--- config.mk ---
export PLATFORM = sky130hd
export DESIGN_NAME = mem_access_seq
export DESIGN_NICKNAME = d
export VERILOG_FILES = /design/src/rtl/mem_access_seq.sv
export SDC_FILE = /design/constraint.sdc
export NUM_CORES = 1
export LEC_CHECK = 0
export CORE_MARGIN = 2
export CORE_UTILIZATION = 35
export CTS_BUF_LIST = sky130_fd_sc_hd__clkbuf_2
export CTS_CLUSTER_SIZE = 40
export DETAILED_ROUTE_END_ITERATION = 7
export PLACE_DENSITY_LB_ADDON = 0.12
export SETUP_SLACK_MARGIN = 0.2
export SLEW_MARGIN = 20
export SYNTH_ARGS = -nofsm -noshare
export SYNTH_HDL_FRONTEND = slang
export SYNTH_SLANG_ARGS = --single-unit
--- constraint.sdc ---
create_clock -name clk -period 3.1 [get_ports clk]
set_input_delay 0.62 -clock clk [delete_from_list [all_inputs] [get_ports clk]]
set_output_delay 0.62 -clock clk [all_outputs]
set_load 0.05 [all_outputs]
--- src/rtl/mem_access_seq.sv ---
// mem_access_seq: turns single load/store requests into the AR/M strobe
// sequence of the data MEMORY port, including an optional pointer chase
// (AR <= M) for indirect addressing. All MEMORY-facing outputs are
// registered from the next-state decode, so they change only on clk edges.
module mem_access_seq #(
  parameter int RD_LAT = 1
) (
  input  logic       clk,
  input  logic       rst,
  input  logic       req_valid,
  output logic       req_ready,
  input  logic       op_store,
  input  logic       op_indirect,
  input  logic [7:0] addr,
  input  logic [7:0] wdata,
  output logic [7:0] ADDR,
  output logic [7:0] R,
  output logic       srcA,
  output logic       wAR,
  output logic       wM,
  input  logic [7:0] M,
  output logic [7:0] rdata,
  output logic       done
);

  typedef enum logic [2:0] {
    IDLE, SET_AR, WAIT_A, SET_IND, WAIT_B, ACCESS
  } state_t;

  // With a combinational read the wait states are never entered.
  localparam bit         HAS_LAT  = (RD_LAT > 0);
  localparam logic [1:0] CNT_INIT = HAS_LAT ? 2'(RD_LAT - 1) : 2'd0;

  state_t     state;
  state_t     nxt;
  logic       store_q;
  logic       ind_q;
  logic [7:0] wdata_q;
  logic [1:0] cnt;
  logic       accept;

  assign accept = req_valid & req_ready;

  // Request fields are data only; they are meaningful only after an accept.
  // The address itself is captured straight into the ADDR output register.
  always_ff @(posedge clk) begin
    if (accept) begin
      store_q <= op_store;
      ind_q   <= op_indirect;
      wdata_q <= wdata;
    end
  end

  // Next-state decode of the access sequence.
  always_comb begin
    nxt = state;
    case (state)
      IDLE:    if (accept) nxt = SET_AR;
      SET_AR: begin
        // A direct store never reads M, so it needs no settling time.
        if (HAS_LAT && (ind_q || !store_q)) nxt = WAIT_A;
        else if (ind_q)                     nxt = SET_IND;
        else                                nxt = ACCESS;
      end
      WAIT_A:  if (cnt == 2'd0) nxt = ind_q ? SET_IND : ACCESS;
      // After the pointer chase only a load has to wait for M again.
      SET_IND: nxt = (HAS_LAT && !store_q) ? WAIT_B : ACCESS;
      WAIT_B:  if (cnt == 2'd0) nxt = ACCESS;
      ACCESS:  nxt = IDLE;
      default: nxt = IDLE;
    endcase
  end

  // State, wait counter and registered MEMORY strobes / results.
  always_ff @(posedge clk or posedge rst) begin
    if (rst) begin
      state     <= IDLE;
      cnt       <= CNT_INIT;
      req_ready <= 1'b1;
      ADDR      <= 8'h00;
      R         <= 8'h00;
      srcA      <= 1'b0;
      wAR       <= 1'b0;
      wM        <= 1'b0;
      rdata     <= 8'h00;
      done      <= 1'b0;
    end else begin
      state <= nxt;
      // Wait states are never adjacent, so reloading outside them is enough.
      if (state != WAIT_A && state != WAIT_B) cnt <= CNT_INIT;
      else if (cnt != 2'd0)                   cnt <= cnt - 2'd1;
      req_ready <= (nxt == IDLE);
      wAR       <= (nxt == SET_AR) || (nxt == SET_IND);
      srcA      <= (nxt == SET_IND);
      wM        <= (nxt == ACCESS) && store_q;
      done      <= (state == ACCESS);
      if (nxt == SET_AR)              ADDR  <= addr;
      if (nxt == ACCESS && store_q)   R     <= wdata_q;
      if (state == ACCESS && !store_q) rdata <= M;
    end
  end

endmodule

---- Word-level counts from Yosys, hierarchy flattened ----
Cells that the tools add are included.
operators by class
  add/sub/neg operators ................... 1
  eq/ne operators ......................... 10
  muxes and demuxes ....................... 9
  bitwise gates (word level) .............. 1
  reduce and logical (&&, ||, !) cells .... 11
operator list
  cell                                                                     count
  3-bit two-way mux                                                        5
  3-bit case mux with 5 select lines                                       1
  3-bit by 2-bit equality test with 1-bit output, second input constant    3
  3-bit equality test, second input constant                               3
  3-bit by 1-bit equality test with 1-bit output, second input constant    2
  3-bit zero test                                                          2
  2-bit two-way mux                                                        2
  2-bit nonzero test                                                       2
  1-bit logical AND                                                        3
  3-bit by 2-bit inequality test with 1-bit output, second input constant  1
  3-bit inequality test, second input constant                             1
  2-bit zero test                                                          1
  1-bit logical OR                                                         2
  2-bit by 1-bit subtractor with 2-bit output, second input constant       1
  1-bit bitwise AND                                                        1
  1-bit zero test                                                          1
  1-bit two-way mux                                                        1
word-level totals
  register bits ........................... 44
  output and inout bits ................... 29
  logic and storage cells ................. 45

---- Longest topological paths before layout ----
  word-level depth ........................ 6
  depth in mapped cells ................... 9

---- Worst setup path before layout ----
Ideal clock, no wire load.
  kind .................................... register to register
  start ................................... register req_ready
  end ..................................... register R[0]
  library setup time ...................... 0.125 ns
  arrival time ............................ 2.086 ns
  data required time ...................... 2.975 ns
  path slack .............................. 0.889 ns
  cell stages (with the launch flop) ...... 8
  buffers on the path ..................... 1
  period minus slack after synthesis ...... 2.211 ns
  cells stage by stage .................... dfstp_2 -> and2_2 -> mux2i_1 -> o32a_2 -> inv_2 -> and3_4 -> buf_12 -> mux2_4
on the way
  cells in the longest elaborated chain, start to end .. 5
RTL lines
  item                                RTL line  source
  from (decl)                         11        output logic req_ready,
  from (signal assigned)              92        req_ready <= (nxt == IDLE);
  1-bit bitwise AND                   42        assign accept = req_valid & req_ready;
  named net accept                    40        logic accept;
  3-bit two-way mux                   58        IDLE: if (accept) nxt = SET_AR;
  3-bit case mux with 5 select lines  57        case (state)
  named net nxt[0]                    35        state_t nxt;
  3-bit equality test                 98        if (nxt == ACCESS && store_q) R <= wdata_q;
  1-bit logical AND                   98
  to (signal assigned)                98
  to (decl)                           17        output logic [7:0] R,
The timed path passes the listed nets, and every way through them passes these cells.
A chain may end at the register's enable or synchronous reset.

---- Worst setup path in the final report ----
  start ................................... register req_ready
  end ..................................... output req_ready
No word-level cell between the ends.

==> impl_summary.txt <==
----------------------------------------------------
[STA]
  Number of failing setup endpoints in the final timing report ... 0
  Max-slew headroom at the worst pin ... 57.65%
  Max Slew Vio Count ... 0
  Minimum period implied by the final worst setup slack ... 2.382 ns
  RSZ-0062 raised after global routing ... no
  Top achievable clock speed ... 419.7 MHz
  Number of hold violations in the final report ... 0
  Hold slack final ... 0.5005 ns
  Worst clock skew ... 0.009309 ns
  Setup TNS ... 0 ns
  Fin crit share ... 76.85%
  Worst Max-Slew Pin Slew ... 0.6318 ns

[Worst setup path]
  Count of buffer and inverter cells on the critical path ... 1
  Maximum fanout encountered on the critical timing path ... 2
  Startpoint-to-endpoint class of the critical path ... reg -> out
  Slowest stage cell on the critical path ... sky130_fd_sc_hd__clkdlybuf4s50_1
  Largest delay share family, worst path ... buffers and inverters
  Critical path arrival ... 1.76 ns
  Critical Path Source Type ... flip-flop
  Largest stage delay on the critical path ... 0.80 ns
  Worst r2r path cells ... 8
  Destination of the worst register-to-register timing path ... R[2]
  Critical R2R Launch ... cnt[0]
  Kind of capture point of the worst setup path ... primary output
  Setup slack of the worst register-to-register path ... 1.03 ns
  List of cells traversed by the critical path ... clkdlybuf4s50_1
  Required arrival time at the worst endpoint ... 2.48 ns

[Clocking]
  CTS tree ... built
  Num Clock Sinks ... 44
  H-tree depth ... 2
  Number of buffers inserted during clock tree synthesis ... 5
  Cell at the root of the clock tree ... sky130_fd_sc_hd__clkbuf_2
  Maximum clock path buffer count ... 2
  Clk Latency, worst-skew pair ... 0.39 ns
  Setup fix buffers added after clock tree synthesis ... 0
  CTS clock-pin slew for the worst setup and hold paths ... 0.21 ns
  Hold buffer count at cts ... 0
  Cells resized by post-CTS repair ... 0

[Drt]
  Antenna violation net count after detailed routing ... 0
  Violation count after the first detailed-route iteration ... 11
  Vias per inst ... 4.463
  Iteration count of the initial detailed-routing pass ... 4
  Routed wirelength normalized by instance count ... 13.79 um
  Sum of routed wire length over all layers ... 3.338 mm
  DRC Markers ... 0
  Total vias in the final route ... 1080

[Floorplanning]
  Overall die area ... 5587 um^2
  Die X-Extent ... 74.75 um
  Number of primary I/O pins ... 58
  Initial Util ... 36.60%
  Area of the core region ... 4786 um^2
  Row count ... 25
  Die Span Y ... 74.75 um

[Placed design]
  Placed cell count ... 234
  Gpl congestion ... 0.7939
  Port-buffer cells ... 57
  Placed wire-length estimate after detailed placement ... 2.497 mm

[Synthesis]
  Register area share after synthesis ... 65.79%
  Number of storage elements in the synthesis netlist ... 44
  Synth warn ... 0
  Distinct cell type count after synthesis ... 32
  Netlist Area Pre-Place ... 1752 um^2
  Average instance area after synthesis ... 15.64 um^2
  Net count after synthesis ... 142
  Count of mapped cells out of synthesis ... 112

[GRT]
  Vias in the first global route ... 1172
  Global Route Usage Sum ... 13.05%
  Largest net degree at the start of global routing ... 20
  Final global-route overflow total ... 0
  Global routing met2 resource utilization ... 21.73%
  Met3 layer usage reported by global route ... 4.284%
  Global-route wire length before repair ... 5.388 mm
  Global-route layer with the greatest usage ... met2
  Initial antenna violation count ... 0
  Met1 track demand over resource ... 15.66%

[Pwr]
  Leakage power ... 1.010 nW
  Power per unit of standard cell area ... 1148 nW/um^2
  Total Power Consumption ... 2.800 mW
  Peak ir drop on the vdd network ... 0.5215 mV

[Worst hold path]
  Endpoint of the worst hold-timing path ... R[6]
  Worst hold path type ... reg -> reg
  Startpoint of the tightest hold check path ... wdata_q[6]
  Worst hold path cell count ... 1

[Final layout]
  Core occupancy in the finished layout ... 50.98%
  Fraction of layout instances using a drive strength above 1 ... 24.00%
  Fin cells ... 242
  Antenna Diode Count ... 0
  Area growth from synthesis to layout ... 39.29%
  Number of nets in the layout ... 204

[Run status]
  Run status ... complete, no violations

[Run]
  Reported max-cap violation count ... 0

----------------------------------------------------
==> cell usage in the layout, fill, tap and decap left out, types with 3 or more instances in the layout <==
master and instances:
sky130_fd_sc_hd__inv_1 5, sky130_fd_sc_hd__mux2_4 8, sky130_fd_sc_hd__nand2_1 4, sky130_fd_sc_hd__a21oi_1 3, sky130_fd_sc_hd__mux2_2 15, sky130_fd_sc_hd__dfrtp_1 33, sky130_fd_sc_hd__clkdlybuf4s50_1 57, sky130_fd_sc_hd__nor2_1 6
sky130_fd_sc_hd__clkbuf_2 6, sky130_fd_sc_hd__edfxtp_1 10
==> cells in the mapped netlist (all sizes together) <==
cell	instances	area, um^2
nor4	1	6.260
and3	1	11.26
o22a	2	18.77
buf	3	42.54
or3	1	6.260
dfrtp	33	825.8
edfxtp	10	300.3
xor2	2	17.52
clkbuf	1	3.750
nor2b	1	8.760
o21ai	2	10.01
nand2b	2	20.02
o32a	1	11.26
a21oi	3	15.01
mux2	24	300.3
and2	2	13.77
nor3	1	10.01
ha	1	12.51
inv	6	22.52
nand2	4	15.01
dfstp	1	26.28
nor2	6	22.52
o21bai	2	15.01
mux2i	1	10.01
o22ai	1	6.260
==> layout make-up <==
| class | instances | area, um^2 |
|---|---|---|
| repair buffers | 59 | 585.6 |
| fillers | 430 | 2346 |
| well taps | 67 | 83.83 |
| clock buffers | 6 | 30.03 |
| clock inverters | 2 | 35.03 |
| flip-flops and latches | 44 | 1152 |
| inverters | 6 | 22.52 |
| multi-input cells | 58 | 530.5 |
==> layer usage <==
metal / vias up / share of wire [%]
met2: 33 / 51
li1: 512 / -
met5: - / 0
met1: 529 / 41
met4: 0 / 1.7
met3: 6 / 5.8
==> worst max path at each step <==
| stage | start | cells after the start | end | slack, ns |
|---|---|---|---|---|
| after CTS | req_ready | 1 | req_ready | 0.67 |
| final | req_ready | 1 | req_ready | 0.72 |
| after floorplan | req_ready | 7 | R[0] | 0.89 |
| after detailed placement | req_valid | 7 | R[5] | 0.64 |
| after global routing | req_ready | 1 | req_ready | 0.62 |
| after global placement | req_valid | 7 | R[3] | 0.68 |
==> through the flow <==
stage          setup WS [ns]  instance area (um^2)
2_1_floorplan         0.8891                  1752
3_3_place_gp          0.6821                  2375
3_5_place_dp          0.6435                  2375
4_1_cts               0.6689                  2440
5_1_grt               0.6180                  2440
6_report              0.7176                  2440
==> cell families (layout without fill, tap and decap cells) <==
| logic type | after synthesis | count (layout) | synth area share [%] |
|---|---|---|---|
| mux | 25 | 25 | 17.71 |
| buf+inv | 10 | 73 | 3.928 |
| compound gates | 11 | 11 | 4.357 |
| fa+ha+maj | 1 | 1 | 0.7142 |
| flops | 44 | 44 | 65.79 |
| simple gates | 19 | 19 | 6.501 |
| xor+xnor | 2 | 2 | 1.000 |
==> report_power, final <==
group	switching [mW]	total (mW)	internal (mW)
combinational	0.910	1.52	0.609
clock	0.178	0.317	0.139
sequential	0.143	0.964	0.822
==> sequential cells by signal (all words and copies together) (netlist names), 2 cells and up <==
| name | flops |
|---|---|
| ADDR | 8 |
| R | 8 |
| wdata_q | 8 |
| cnt | 2 |
| state | 3 |
| rdata | 8 |
Note: power is estimated with default switching activity, not from simulation.
